`src/rtl/trivium_pkg.sv`:
```
// ---------------------------------------------------------------------------
// trivium_pkg
// Shared types and defaults for the Trivium keystream FIFO controller.
//   triv_state_t        : controller sequencing states
//   TRIV_WARMUP_DEFAULT : core clocks discarded after key/IV load (4*288)
//   byte_t              : one FIFO byte
// ---------------------------------------------------------------------------
package trivium_pkg;

    typedef enum logic [1:0] {IDLE, LOAD, WARMUP, RUN} triv_state_t;

    localparam int TRIV_WARMUP_DEFAULT = 1152;

    typedef logic [7:0] byte_t;

endpackage

```
`src/rtl/triv_byte_packer.sv`:
```
// ---------------------------------------------------------------------------
// triv_byte_packer
// Collects serial keystream bits MSB first and presents each completed byte
// as pending until the controller has written it to the FIFO.
// Ports:
//   clk, rst  : clock (rising edge), asynchronous active-low reset
//   clr       : synchronous clear of the partial byte and pending flag
//   shift_en  : accept bit_in this cycle
//   bit_in    : serial keystream bit
//   take      : the pending byte is written to the FIFO this cycle
//   byte_out  : last completed byte
//   pend      : byte_out holds a byte not yet written
// ---------------------------------------------------------------------------
module triv_byte_packer
    import trivium_pkg::*;
(
    input  logic  clk,
    input  logic  rst,
    input  logic  clr,
    input  logic  shift_en,
    input  logic  bit_in,
    input  logic  take,
    output byte_t byte_out,
    output logic  pend
);

    // Only the seven most recent bits are ever needed: the eighth arrives on
    // bit_in in the cycle the byte completes.
    logic [6:0] shreg;
    logic [2:0] bit_cnt;

    always_ff @(posedge clk or negedge rst) begin
        if (!rst) begin
            shreg    <= '0;
            bit_cnt  <= '0;
            byte_out <= '0;
            pend     <= 1'b0;
        end else if (clr) begin
            // byte_out is left as is; it is meaningless while pend is low.
            shreg   <= '0;
            bit_cnt <= '0;
            pend    <= 1'b0;
        end else begin
            if (shift_en) begin
                shreg   <= {shreg[5:0], bit_in};
                bit_cnt <= bit_cnt + 3'd1;
            end
            // A byte completing in the same cycle as a write keeps pend set.
            if (shift_en && bit_cnt == 3'd7) begin
                byte_out <= {shreg, bit_in};
                pend     <= 1'b1;
            end else if (take) begin
                pend <= 1'b0;
            end
        end
    end

endmodule

```
`src/rtl/trivium_fifo_ctrl.sv`:
```
// ---------------------------------------------------------------------------
// trivium_fifo_ctrl
// Sequences a Trivium core (load, warm-up, run), packs its keystream into
// bytes, writes them to a flagless byte FIFO and serves consumer reads. The
// FIFO occupancy is tracked here; the core is stalled when the FIFO is full
// and a byte is already waiting, so no keystream bit is lost.
// Parameters: WARMUP_CYC, FIFO_DEPTH, LVL_W (must hold FIFO_DEPTH).
// Ports:
//   clk, rst    : clock (rising edge), asynchronous active-low reset
//   start, stop : pulses; start from IDLE, stop to IDLE from anywhere
//   ks_bit      : current core keystream bit
//   ks_load     : core loads key/IV
//   ks_en       : core advances at the next edge
//   fifo_din    : byte to FIFO
//   fifo_write  : FIFO write strobe
//   fifo_read   : FIFO read strobe
//   cons_req    : consumer requests one byte
//   cons_valid  : FIFO dout holds the requested byte this cycle
//   ready       : warm-up complete (RUN)
//   level       : bytes currently in the FIFO
//   fsm_state   : current controller state (observability)
//   stall_cnt   : RUN cycles with the core stalled (TRIV_CTRL_STATS_EN only)
// Build option: define TRIV_CTRL_STATS_EN to add stall_cnt.
// ---------------------------------------------------------------------------
module trivium_fifo_ctrl
    import trivium_pkg::*;
#(
    parameter int WARMUP_CYC = TRIV_WARMUP_DEFAULT,
    parameter int FIFO_DEPTH = 255,
    parameter int LVL_W      = 8
) (
    input  logic             clk,
    input  logic             rst,
    input  logic             start,
    input  logic             stop,
    input  logic             ks_bit,
    output logic             ks_load,
    output logic             ks_en,
    output byte_t            fifo_din,
    output logic             fifo_write,
    output logic             fifo_read,
    input  logic             cons_req,
    output logic             cons_valid,
    output logic             ready,
    output logic [LVL_W-1:0] level,
    output triv_state_t      fsm_state
`ifdef TRIV_CTRL_STATS_EN
    ,
    output logic [15:0]      stall_cnt
`endif
);

    localparam int WARM_W = (WARMUP_CYC > 1) ? $clog2(WARMUP_CYC) : 1;
    localparam logic [WARM_W-1:0] WARM_LAST = WARM_W'(WARMUP_CYC - 1);
    localparam logic [LVL_W-1:0]  LVL_FULL  = LVL_W'(FIFO_DEPTH);

    triv_state_t       state, next_state;
    logic [WARM_W-1:0] warm_cnt;
    logic              pend;
    logic              full_stall;
    logic              shift_en;

    assign fsm_state = state;

    // ------------------------------------------------------------------
    // Sequencing FSM
    // ------------------------------------------------------------------
    always_ff @(posedge clk or negedge rst) begin
        if (!rst) state <= IDLE;
        else      state <= next_state;
    end

    // Stall only when a finished byte cannot leave: the core and the shift
    // register then freeze together, so the bit on ks_bit is kept.
    assign full_stall = pend && (level == LVL_FULL);

    always_comb begin
        next_state = state;
        ks_load    = 1'b0;
        ks_en      = 1'b0;
        ready      = 1'b0;
        case (state)
            IDLE:   if (start) next_state = LOAD;
            LOAD: begin
                ks_load    = 1'b1;
                next_state = WARMUP;
            end
            WARMUP: begin
                ks_en = 1'b1;
                if (warm_cnt == WARM_LAST) next_state = RUN;
            end
            RUN: begin
                ready = 1'b1;
                ks_en = !full_stall;
            end
            default: next_state = IDLE;
        endcase
        if (stop) next_state = IDLE;
    end

    // Counts only while staying in WARMUP; any exit (including stop) clears it.
    always_ff @(posedge clk or negedge rst) begin
        if (!rst)
            warm_cnt <= '0;
        else if (state == WARMUP && next_state == WARMUP)
            warm_cnt <= warm_cnt + 1'b1;
        else
            warm_cnt <= '0;
    end

    // ------------------------------------------------------------------
    // Byte packing and write path
    // ------------------------------------------------------------------
    assign shift_en   = (state == RUN) && ks_en;
    assign fifo_write = pend && (level < LVL_FULL);

    triv_byte_packer u_packer (
        .clk      (clk),
        .rst      (rst),
        .clr      (stop),
        .shift_en (shift_en),
        .bit_in   (ks_bit),
        .take     (fifo_write),
        .byte_out (fifo_din),
        .pend     (pend)
    );

    // ------------------------------------------------------------------
    // Read path. Handshake: cons_req is a one-cycle request; it is granted
    // (fifo_read=1) only when level!=0, otherwise it is dropped and the
    // consumer must ask again. A granted request is answered by cons_valid
    // exactly one cycle later, when the registered FIFO dout holds the byte.
    // ------------------------------------------------------------------
    assign fifo_read = cons_req && (level != '0);

    always_ff @(posedge clk or negedge rst) begin
        if (!rst) cons_valid <= 1'b0;
        else      cons_valid <= fifo_read;
    end

    // Occupancy; stop leaves it alone because the FIFO contents survive.
    always_ff @(posedge clk or negedge rst) begin
        if (!rst) begin
            level <= '0;
        end else begin
            case ({fifo_write, fifo_read})
                2'b10:   level <= level + 1'b1;
                2'b01:   level <= level - 1'b1;
                default: level <= level;
            endcase
        end
    end

`ifdef TRIV_CTRL_STATS_EN
    // Saturating count of stalled RUN cycles; restarts with each accepted start.
    always_ff @(posedge clk or negedge rst) begin
        if (!rst)
            stall_cnt <= '0;
        else if (state == IDLE && start && !stop)
            stall_cnt <= '0;
        else if (state == RUN && !ks_en && stall_cnt != 16'hFFFF)
            stall_cnt <= stall_cnt + 16'd1;
    end
`endif

endmodule

```
`config.mk`:
```
export PLATFORM = sky130hd
export DESIGN_NAME = trivium_fifo_ctrl
export DESIGN_NICKNAME = d
export VERILOG_FILES = /design/src/rtl/trivium_pkg.sv /design/src/rtl/triv_byte_packer.sv /design/src/rtl/trivium_fifo_ctrl.sv
export SDC_FILE = /design/constraint.sdc
export NUM_CORES = 1
export LEC_CHECK = 0
export CORE_ASPECT_RATIO = 1.4
export CORE_MARGIN = 2
export CORE_UTILIZATION = 53
export CTS_BUF_LIST = sky130_fd_sc_hd__clkbuf_8 sky130_fd_sc_hd__clkbuf_16
export DETAILED_ROUTE_END_ITERATION = 10
export GPL_ROUTABILITY_DRIVEN = 0
export PLACE_DENSITY_LB_ADDON = 0.12
export SLEW_MARGIN = 5
export SYNTH_ARGS = -nofsm -noshare
export SYNTH_HDL_FRONTEND = slang
export SYNTH_SLANG_ARGS = --single-unit
export TNS_END_PERCENT = 5
```
`constraint.sdc`:
```
create_clock -name clk -period 3 [get_ports clk]
set_clock_uncertainty 0.15 [all_clocks]
set_input_delay 0.3 -clock clk [delete_from_list [all_inputs] [get_ports clk]]
set_output_delay 0.3 -clock clk [all_outputs]
set_load 0.005 [all_outputs]
```
==> results.md, run 1 <==
- The flow ran to the end, but the final reports show violations.
- The final reports fail on negative hold slack.
- In this run the worst path has a maximum fanout of 8.
- In this run the critical register-to-register path is launched from level[1].
- The kind of critical path is flip-flop to flip-flop.
- The power density of the placed cells is slightly below 700 mW/mm2.
- In this run the core area contains 26 standard-cell rows.
- Buffers added to address setup during post-CTS repair amount to 0.
- In the finished design, the share of the clock period the worst path needs comes to 0.926.
- The number of flops mapped to enable cells by yosys is 0.
- Counting flops with an async set or reset pin after synthesis yields a share of 1.00.
- The transition time at the pin with the least slew margin is 914 ps.
- The area inside the core boundary is between 0.003 and 0.004 mm2.
- The number of antenna violations at the first check in global routing came to 0.
- The number of unique standard cell types used by synthesis is 41.
- The effective utilization at floorplan is 0.553.
- The count of boundary I/O pins is 30.
- The placed instances occupy a cell area of roughly 0.0024 mm2.
- The sequential fraction of the synthesis area is 0.504.
- Detailed placement ended at an HPWL of approximately 3.0 mm.
- Synthesis produced a netlist with a net count of 199.
- The clock tree from TritonCTS is built.
- The number of buffers added by the clock tree synthesis step is 5.
- The final wirelength is just over 4 mm.
- The fraction of met3 tracks used by global routing is 0.0506.
- The first global-routing pass estimated 7.09 mm of wire.
- The worst hold slack is -20.9 ps.
- STA classifies the critical path startpoint as a flip-flop.
- The number of max-slew violations in the final report is 0.
- The clock sink count is 41.
- From synthesis to final layout, the design area changed by 21.7%.
- The number of diodes added for antenna fixing is 0.
- The clock transition at the registers of the reported paths is approximately 80 ps.
- The cell count after synthesis is about 180.
- The class of the worst hold path is input pin to async pin.
- The sum of negative setup slack is 0 ps.
- Global routing finished with a remaining overflow of 0.
- Entering global routing, the biggest net connects 42 pins.
- The clock passes through at most 2 buffers.
- The data arrival time at the worst-slack endpoint is around 2800 ps.
- The critical path data required time is 3040 ps.
- The cell count after placement is 251.
- After the first detailed-routing iteration, the DRC count stood at 33.
- From bottom edge to top edge, the die measures around 77 um.
- During synthesis, Yosys emitted a total of 0 warnings.
- The clock latency at the later pin of the worst-skew pair is around 300 ps.
- Summed over all cells, the static leakage comes to 1.11 nW.
- After the flow finishes, the layout carries non-filler instances totaling ~260.
- The net count of the finished layout is between 200 and 250.
- The post-synth design cell area is 0.00203 mm2.
- The final critical path time including I/O delays and setup is ~2800 ps.
- Measured along the x axis, the die boundary spans ~56 um.
- The average wire per standard cell is 16.0 um.
- The share of the core filled with cells in the final layout is 0.674.
- Summing over every cut layer, the via total after detailed routing is 1499.
- After routing the design area is between 0.002 and 0.0025 mm2.
- The register bit count reported by yosys is 41.
- The count of final hold-check violations is a little over 40.
- The via density per instance is a little under 6.
- The number of remaining DRC errors is 0.
- For this run, global-route usage on met2 was measured as 0.362.
- Setup repair after global routing left no endpoint under its margin.
- The worst IR drop on VDD is approximately 520 uV.
- The via count of the first global-routing pass is ~1500.
- During placement, the flow inserted port buffers numbering 29.
- The count of final setup violators is 0.
- Based on the critical path, the design can be clocked at up to about 0.36 GHz.
- The buffer type at the clock tree root is sky130_fd_sc_hd__clkbuf_8.
- For this run, global-route usage on met1 was measured as 0.244.
- The most instantiated flip-flop cell in the synthesis netlist is sky130_fd_sc_hd__dfrtp_1.
- The layout filler cell count is between 300 and 400.
- The detailed-router iteration count before antenna repair is 4.
- The fraction of layout instances using a drive strength above 1 is 0.147.
- The mean instance size in the synthesized netlist is between 10 and 15 um2.
- STA classifies the critical path endpoint as a flip-flop.
- CTS built an H-tree with a depth of 2.
- The worst relative slew slack is 0.391.
- The global router's overall resource usage is 0.211.
- The layer flagged by global routing as most heavily used is met2.
- The number of maximum-capacitance violations is 0.
- The die area is roughly 0.0044 mm2.
- The most critical setup path has its startpoint at level[1].
- The count of antenna-violating nets left after detailed routing is 0.
==> path summary, 6_finish.rpt <==
kind	end	slack [ps]	cells past startpoint
hold / removal	warm_cnt[10]	-20	1
hold reg to reg	warm_cnt[0]	360	1
max in group asynchronous	level[0]	2090	1
min in group clk	warm_cnt[0]	360	1
setup / recovery	level[7]	220	10
setup reg to reg	level[7]	220	10
==> cells by family after synthesis <==
logic type | count (synthesis) | synth area share
fa+ha+maj | 11 | 0.0713
mux | 10 | 0.0547
compound gates | 39 | 0.139
flops | 41 | 0.504
buf+inv | 10 | 0.0191
simple gates | 57 | 0.151
xor+xnor | 14 | 0.0603
==> report_power, final <==
group	internal, mW	switching (mW)
Clock	0.161	0.196
Combinational	0.317	0.286
Sequential	0.615	0.0997
Total	1.09	0.582
==> repair_timing <==
action                     in CTS  in global routing
hold buffers                    0                  0
resized for setup               0                  6
setup endpoints to repair       0                  2
==> state kept, by name, indices dropped and copies added (netlist names) <==
register	count
level	8
u_packer.pend	1
u_packer.byte_out	8
cons_valid	1
fsm_state	2
warm_cnt	11
u_packer.bit_cnt	3
u_packer.shreg	7
==> Yosys cell counts, types with 2 or more instances <==
master	n	share of area
sky130_fd_sc_hd__a21oi_1	4	0.0098
sky130_fd_sc_hd__inv_1	6	0.011
sky130_fd_sc_hd__o21bai_1	3	0.011
sky130_fd_sc_hd__mux2_2	9	0.050
sky130_fd_sc_hd__o21ai_0	7	0.017
sky130_fd_sc_hd__nor2_1	20	0.037
sky130_fd_sc_hd__clkbuf_1	3	0.0055
sky130_fd_sc_hd__nor2b_1	2	0.0061
sky130_fd_sc_hd__nor3_1	4	0.0098
sky130_fd_sc_hd__ha_1	10	0.062
sky130_fd_sc_hd__xnor2_1	6	0.026
sky130_fd_sc_hd__nor4_1	3	0.0092
sky130_fd_sc_hd__dfrtp_1	41	0.50
sky130_fd_sc_hd__a21o_1	2	0.0074
sky130_fd_sc_hd__o21a_1	3	0.011
sky130_fd_sc_hd__nand2_1	12	0.022
sky130_fd_sc_hd__nand3_1	3	0.0074
sky130_fd_sc_hd__xor2_1	8	0.034
sky130_fd_sc_hd__nand4_1	3	0.0092
sky130_fd_sc_hd__a211oi_1	3	0.011
sky130_fd_sc_hd__a21boi_0	2	0.0074
sky130_fd_sc_hd__a22o_1	9	0.039
==> per-layer routing <==
metal	vias up	routed length (um)
met3	10	127
met5	-	0
li1	728	-
met1	733	1710
met2	28	2200
met4	0	103
==> metrics by stage <==
step / power, mW / setup slack (ps) / hold slack, ps
2_1_floorplan: 1.06 / 283 / -146
3_3_place_gp: 1.28 / 207 / 311
3_5_place_dp: 1.30 / 70.7 / 328
4_1_cts: 1.66 / 99.0 / 4.36
5_1_grt: 1.79 / 0.0113 / 42.1
6_report: 1.67 / 222 / -20.9
==> layout make-up <==
| class | count | area, um2 | area share |
|---|---|---|---|
| Inverter | 6 | 22.5 | 0.00910 |
| Multi-Input combinational cell | 131 | 986 | 0.398 |
| Tap cell | 42 | 52.6 | 0.0212 |
| Clock inverter | 3 | 17.5 | 0.00707 |
| Timing Repair Buffer | 31 | 300 | 0.121 |
| Clock buffer | 5 | 68.8 | 0.0278 |
| Sequential cell | 41 | 1030 | 0.415 |
==> worst max-delay path, cell delays in order, from the launching register on <==
cell and delay [ps]:
sky130_fd_sc_hd__dfrtp_2 450, sky130_fd_sc_hd__nor4_2 280, sky130_fd_sc_hd__a21boi_0 150, sky130_fd_sc_hd__ha_1 240
sky130_fd_sc_hd__buf_4 170, sky130_fd_sc_hd__ha_1 340, sky130_fd_sc_hd__a21oi_1 180, sky130_fd_sc_hd__o21bai_1 120
sky130_fd_sc_hd__a211oi_1 290, sky130_fd_sc_hd__xnor2_1 100, sky130_fd_sc_hd__a32o_1 210
==> cell usage in the layout (no fill, tap or decap), drive strengths merged, types with 5 or more instances in the layout <==
| master | n |
|---|---|
| a21oi | 5 |
| a22o | 9 |
| clkbuf | 5 |
| clkdlybuf4s50 | 28 |
| dfrtp | 41 |
| ha | 10 |
| inv | 6 |
| mux2 | 9 |
| nand2 | 12 |
| nor2 | 20 |
| nor3 | 5 |
| o21ai | 7 |
| xnor2 | 6 |
| xor2 | 8 |
Note: power is estimated with default switching activity, not from simulation.
==> run 2, diff against run 1 <==
--- a/config.mk
+++ b/config.mk
@@ -7,7 +7,7 @@
 export LEC_CHECK = 0
 export CORE_ASPECT_RATIO = 1.4
 export CORE_MARGIN = 2
-export CORE_UTILIZATION = 53
+export CORE_UTILIZATION = 37
 export CTS_BUF_LIST = sky130_fd_sc_hd__clkbuf_8 sky130_fd_sc_hd__clkbuf_16
 export DETAILED_ROUTE_END_ITERATION = 10
 export GPL_ROUTABILITY_DRIVEN = 0
==> run 2 against run 1 <==
Clock power grew 21%. Final cell count is 8.9% higher. Combinational power hardly changed. The flow still finishes with violations (negative hold slack). Sequential share of layout area decreased by 0.80 points. Via count decreased by 1.7%. Register-to-register slack got worse by 110 ps. First-iteration DRC count shrank 33%. Power increased by 3.9%. Critical path type unchanged. Count of clock-buffer cells in the layout did not move. Worst hold slack improved by 8.4 ps.
==> results.md, run 2 (synthesis results as in run 1) <==
- The run finished, with violations left.
- The checks that failed: negative hold slack.
- The transition time at the pin with the least slew margin was 930 ps (+15.8 ps).
- The global route total overflow is 0 (unchanged).
- The sequential cell area is 0.00103 mm2 (-0.24%).
- The count of final hold-check violations came to 18 (-56%).
- The final wirelength is 4.18 mm (+0.94%).
- The critical path's most frequent cell is sky130_fd_sc_hd__ha_1.
- The maximum level of the CTS H-tree is 2 (unchanged).
- The leakage power was 1.12 nW (+1.4%).
- The design area is 0.00252 mm2 (+1.7%).
- The horizontal extent of the die is 66.7 um (+18%).
- The maximum clock insertion buffer count is 2 (unchanged).
- The count of final setup violators is 0 (unchanged).
- The sum of net half-perimeters after detailed placement is 2.99 mm (-0.39%).
- The placement-stage cell area is 0.00240 mm2 (+1.3%).
- The data arrival time at the worst-slack endpoint was 2930 ps (+110 ps).
- The part of the total power dissipated in combinational logic is 0.348 (-0.012).
- The final total power came to 1.74 mW (+3.9%).
- The count of nets after finishing was 233 (unchanged).
- Walking the worst path, the cells encountered are nor4_1 > a21boi_0 > ha_1 > buf_4 > ha_1 > a21oi_1 > o21bai_2 > a211oi_2 > xnor2_1 > a32o_1.
- The final critical path time including I/O delays and setup is 2890 ps (+112 ps).
- The fraction of power consumed by the clock network was 0.249 (+0.036).
- The number of max-slew violations in the final report came to 0 (unchanged).
- The detailed-router iteration count before antenna repair is 4 (unchanged).
- The die height is 91.7 um (+19%).
- The average wire per standard cell came to 14.8 um (-7.3%).
- Leaving out fill and tap cells, the most frequent cell in the layout is sky130_fd_sc_hd__dfrtp_1.
- The layout filler cell count was 500 (+64%).
- The global router's overall resource usage is 0.150 (-0.0614).
- The area taken by multi-input logic gates is 983 um2 (-0.25%).
- The fraction of layout instances using a drive strength above 1 is 0.134 (-0.0132).
- The wire length of the first global-routing pass is 7.03 mm (-0.78%).
- TritonCTS built the clock tree.
- The via count of the first global-routing pass is 1538 (-0.52%).
- The largest registers in the layout are warm_cnt (11), level (8), u_packer.byte_out (8).
- The via density per instance is 5.22 (-9.7%).
- The worst relative slew slack is 0.380 (-0.0105).
- The number of diodes added for antenna fixing is 0 (unchanged).
- The cell type group with the largest total delay on the critical path is compound AO/OA/AOI/OAI gates.
- The iteration-0 DRC count of the detailed router is 22 (-33%).
- The critical path data required time is 3040 ps (about the same).
- The internal power consumption is 1.17 mW (+7.0%).
- The number of antenna violations at the first check in global routing came to 0 (unchanged).
- The clock transition at the registers of the reported paths came to 80 ps (about the same).
- In the layout the commonest cells are 41 x sky130_fd_sc_hd__dfrtp_1, 28 x sky130_fd_sc_hd__clkdlybuf4s50_1, 20 x sky130_fd_sc_hd__nor2_1.
- The count of buffers inserted at the top-level ports was 29 (unchanged).
- The count of antenna-violating nets left after detailed routing is 0 (unchanged).
- The highest-delay cell along the critical path is sky130_fd_sc_hd__dfrtp_1.
- The class of the worst hold path is input pin to async pin.
- The category of the worst setup path capture point is a flip-flop.
- The total vias in the final route is 1473 (-1.7%).
- The buffering stage count on the worst path with inverters included is 1 (unchanged).
- The delay of the slowest critical-path stage is 440 ps (about the same).
- The share of power burned in registers is 0.403 (-0.024).
- The worst hold slack is -12.5 ps (+8.39 ps).
- The maximum fanout along the worst path came to 6 (-2).
- The kind of start point of the critical path is a flip-flop.
- The pin count of the biggest net entering global routing came to 42 (unchanged).
- The clock latency at the later pin of the worst-skew pair was 290 ps (about the same).
- The kind of critical path is flip-flop to flip-flop.
- The number of maximum-capacitance violations was 0 (unchanged).
- The area inside the core boundary was 0.00524 mm2 (+42%).
- The die area is 0.00612 mm2 (+40%).
- The layout overhead on the synthesized area is 23.8%.
- The clock sink count was 41 (unchanged).
- The share of the clock period used by the worst path after layout is 0.963 (+0.0372).
- The number of buffers added by the clock tree synthesis step came to 5 (unchanged).
- The worst IR drop on VDD was 443 uV (-15%).
- The count of boundary I/O pins was 30 (unchanged).
- The net switching power of the design is 0.570 mW (-2.0%).
- The register with the most flip-flops is warm_cnt.
- The post-CTS setup buffer count is 0 (unchanged).
- The effective utilization at floorplan is 0.389 (-0.165).
- The buffer type at the clock tree root is sky130_fd_sc_hd__clkbuf_8.
- The count of standard-cell rows is 31 (+19%).
- The fraction of power spent switching nets came to 0.328 (-0.0196).
- The number of remaining DRC errors came to 0 (unchanged).
- The power density of the placed cells was 691 mW/mm2 (+2.1%).
- The fmax came to 0.346 GHz (-3.9%).
- The number of flip-flops under the largest register name came to 11 (unchanged).
run 2: final cells by class:
class | instances | area share
Clock inverter | 2 | 0.0139
Inverter | 6 | 0.00894
Multi-Input combinational cell | 131 | 0.390
Timing Repair Buffer | 31 | 0.119
Clock buffer | 5 | 0.0273
Sequential cell | 41 | 0.407
Tap cell | 66 | 0.0328
run 2: routing by layer:
| metal | GRT usage | routed length (um) | up-vias |
|---|---|---|---|
| li1 | - | - | 721 |
| met1 | 0.173 | 1730 | 718 |
| met3 | 0.0270 | 99 | 10 |
| met2 | 0.259 | 2230 | 24 |
| met4 | 0.0714 | 117 | 0 |
| met5 | 0 | 0 | - |
run 2: worst paths after layout:
path / start / to / slack [ps] / cells after the start
max in group asynchronous: rst / u_packer.byte_out[6] / 2130 / 1
setup reg to reg: level[4] / level[7] / 110 / 10
setup / recovery: level[4] / level[7] / 110 / 10
hold reg to reg: warm_cnt[0] / warm_cnt[0] / 340 / 1
min in group clk: warm_cnt[0] / warm_cnt[0] / 340 / 1
hold / removal: rst / warm_cnt[7] / -10 / 1
run 2: metrics by stage:
stage	utilization	hold slack (ps)	std cells	worst slack [ps]	setup TNS [ps]
floorplan	-	-146	182	283	0
global route	0.481	63.0	282	-60.6	-60.6
CTS	0.478	26.9	282	59.4	0
finish	0.481	-12.5	282	111	0
global placement	0.459	317	275	186	0
detailed placement	0.459	328	275	4.58	0
run 2: timing repair:
action	4_1_cts	5_1_grt
setup endpoints to repair	0	2
resized for setup	0	4
hold buffers	0	0
run 2: power by group through the flow:
| stage | registers (mW) | clock network [mW] | logic, mW |
|---|---|---|---|
| after detailed placement | 0.711 | 0 | 0.584 |
| after floorplan | 0.697 | 0 | 0.363 |
| after global routing | 0.712 | 0.470 | 0.674 |
| final | 0.701 | 0.433 | 0.605 |
| after global placement | 0.712 | 0 | 0.572 |
| after CTS | 0.701 | 0.450 | 0.589 |
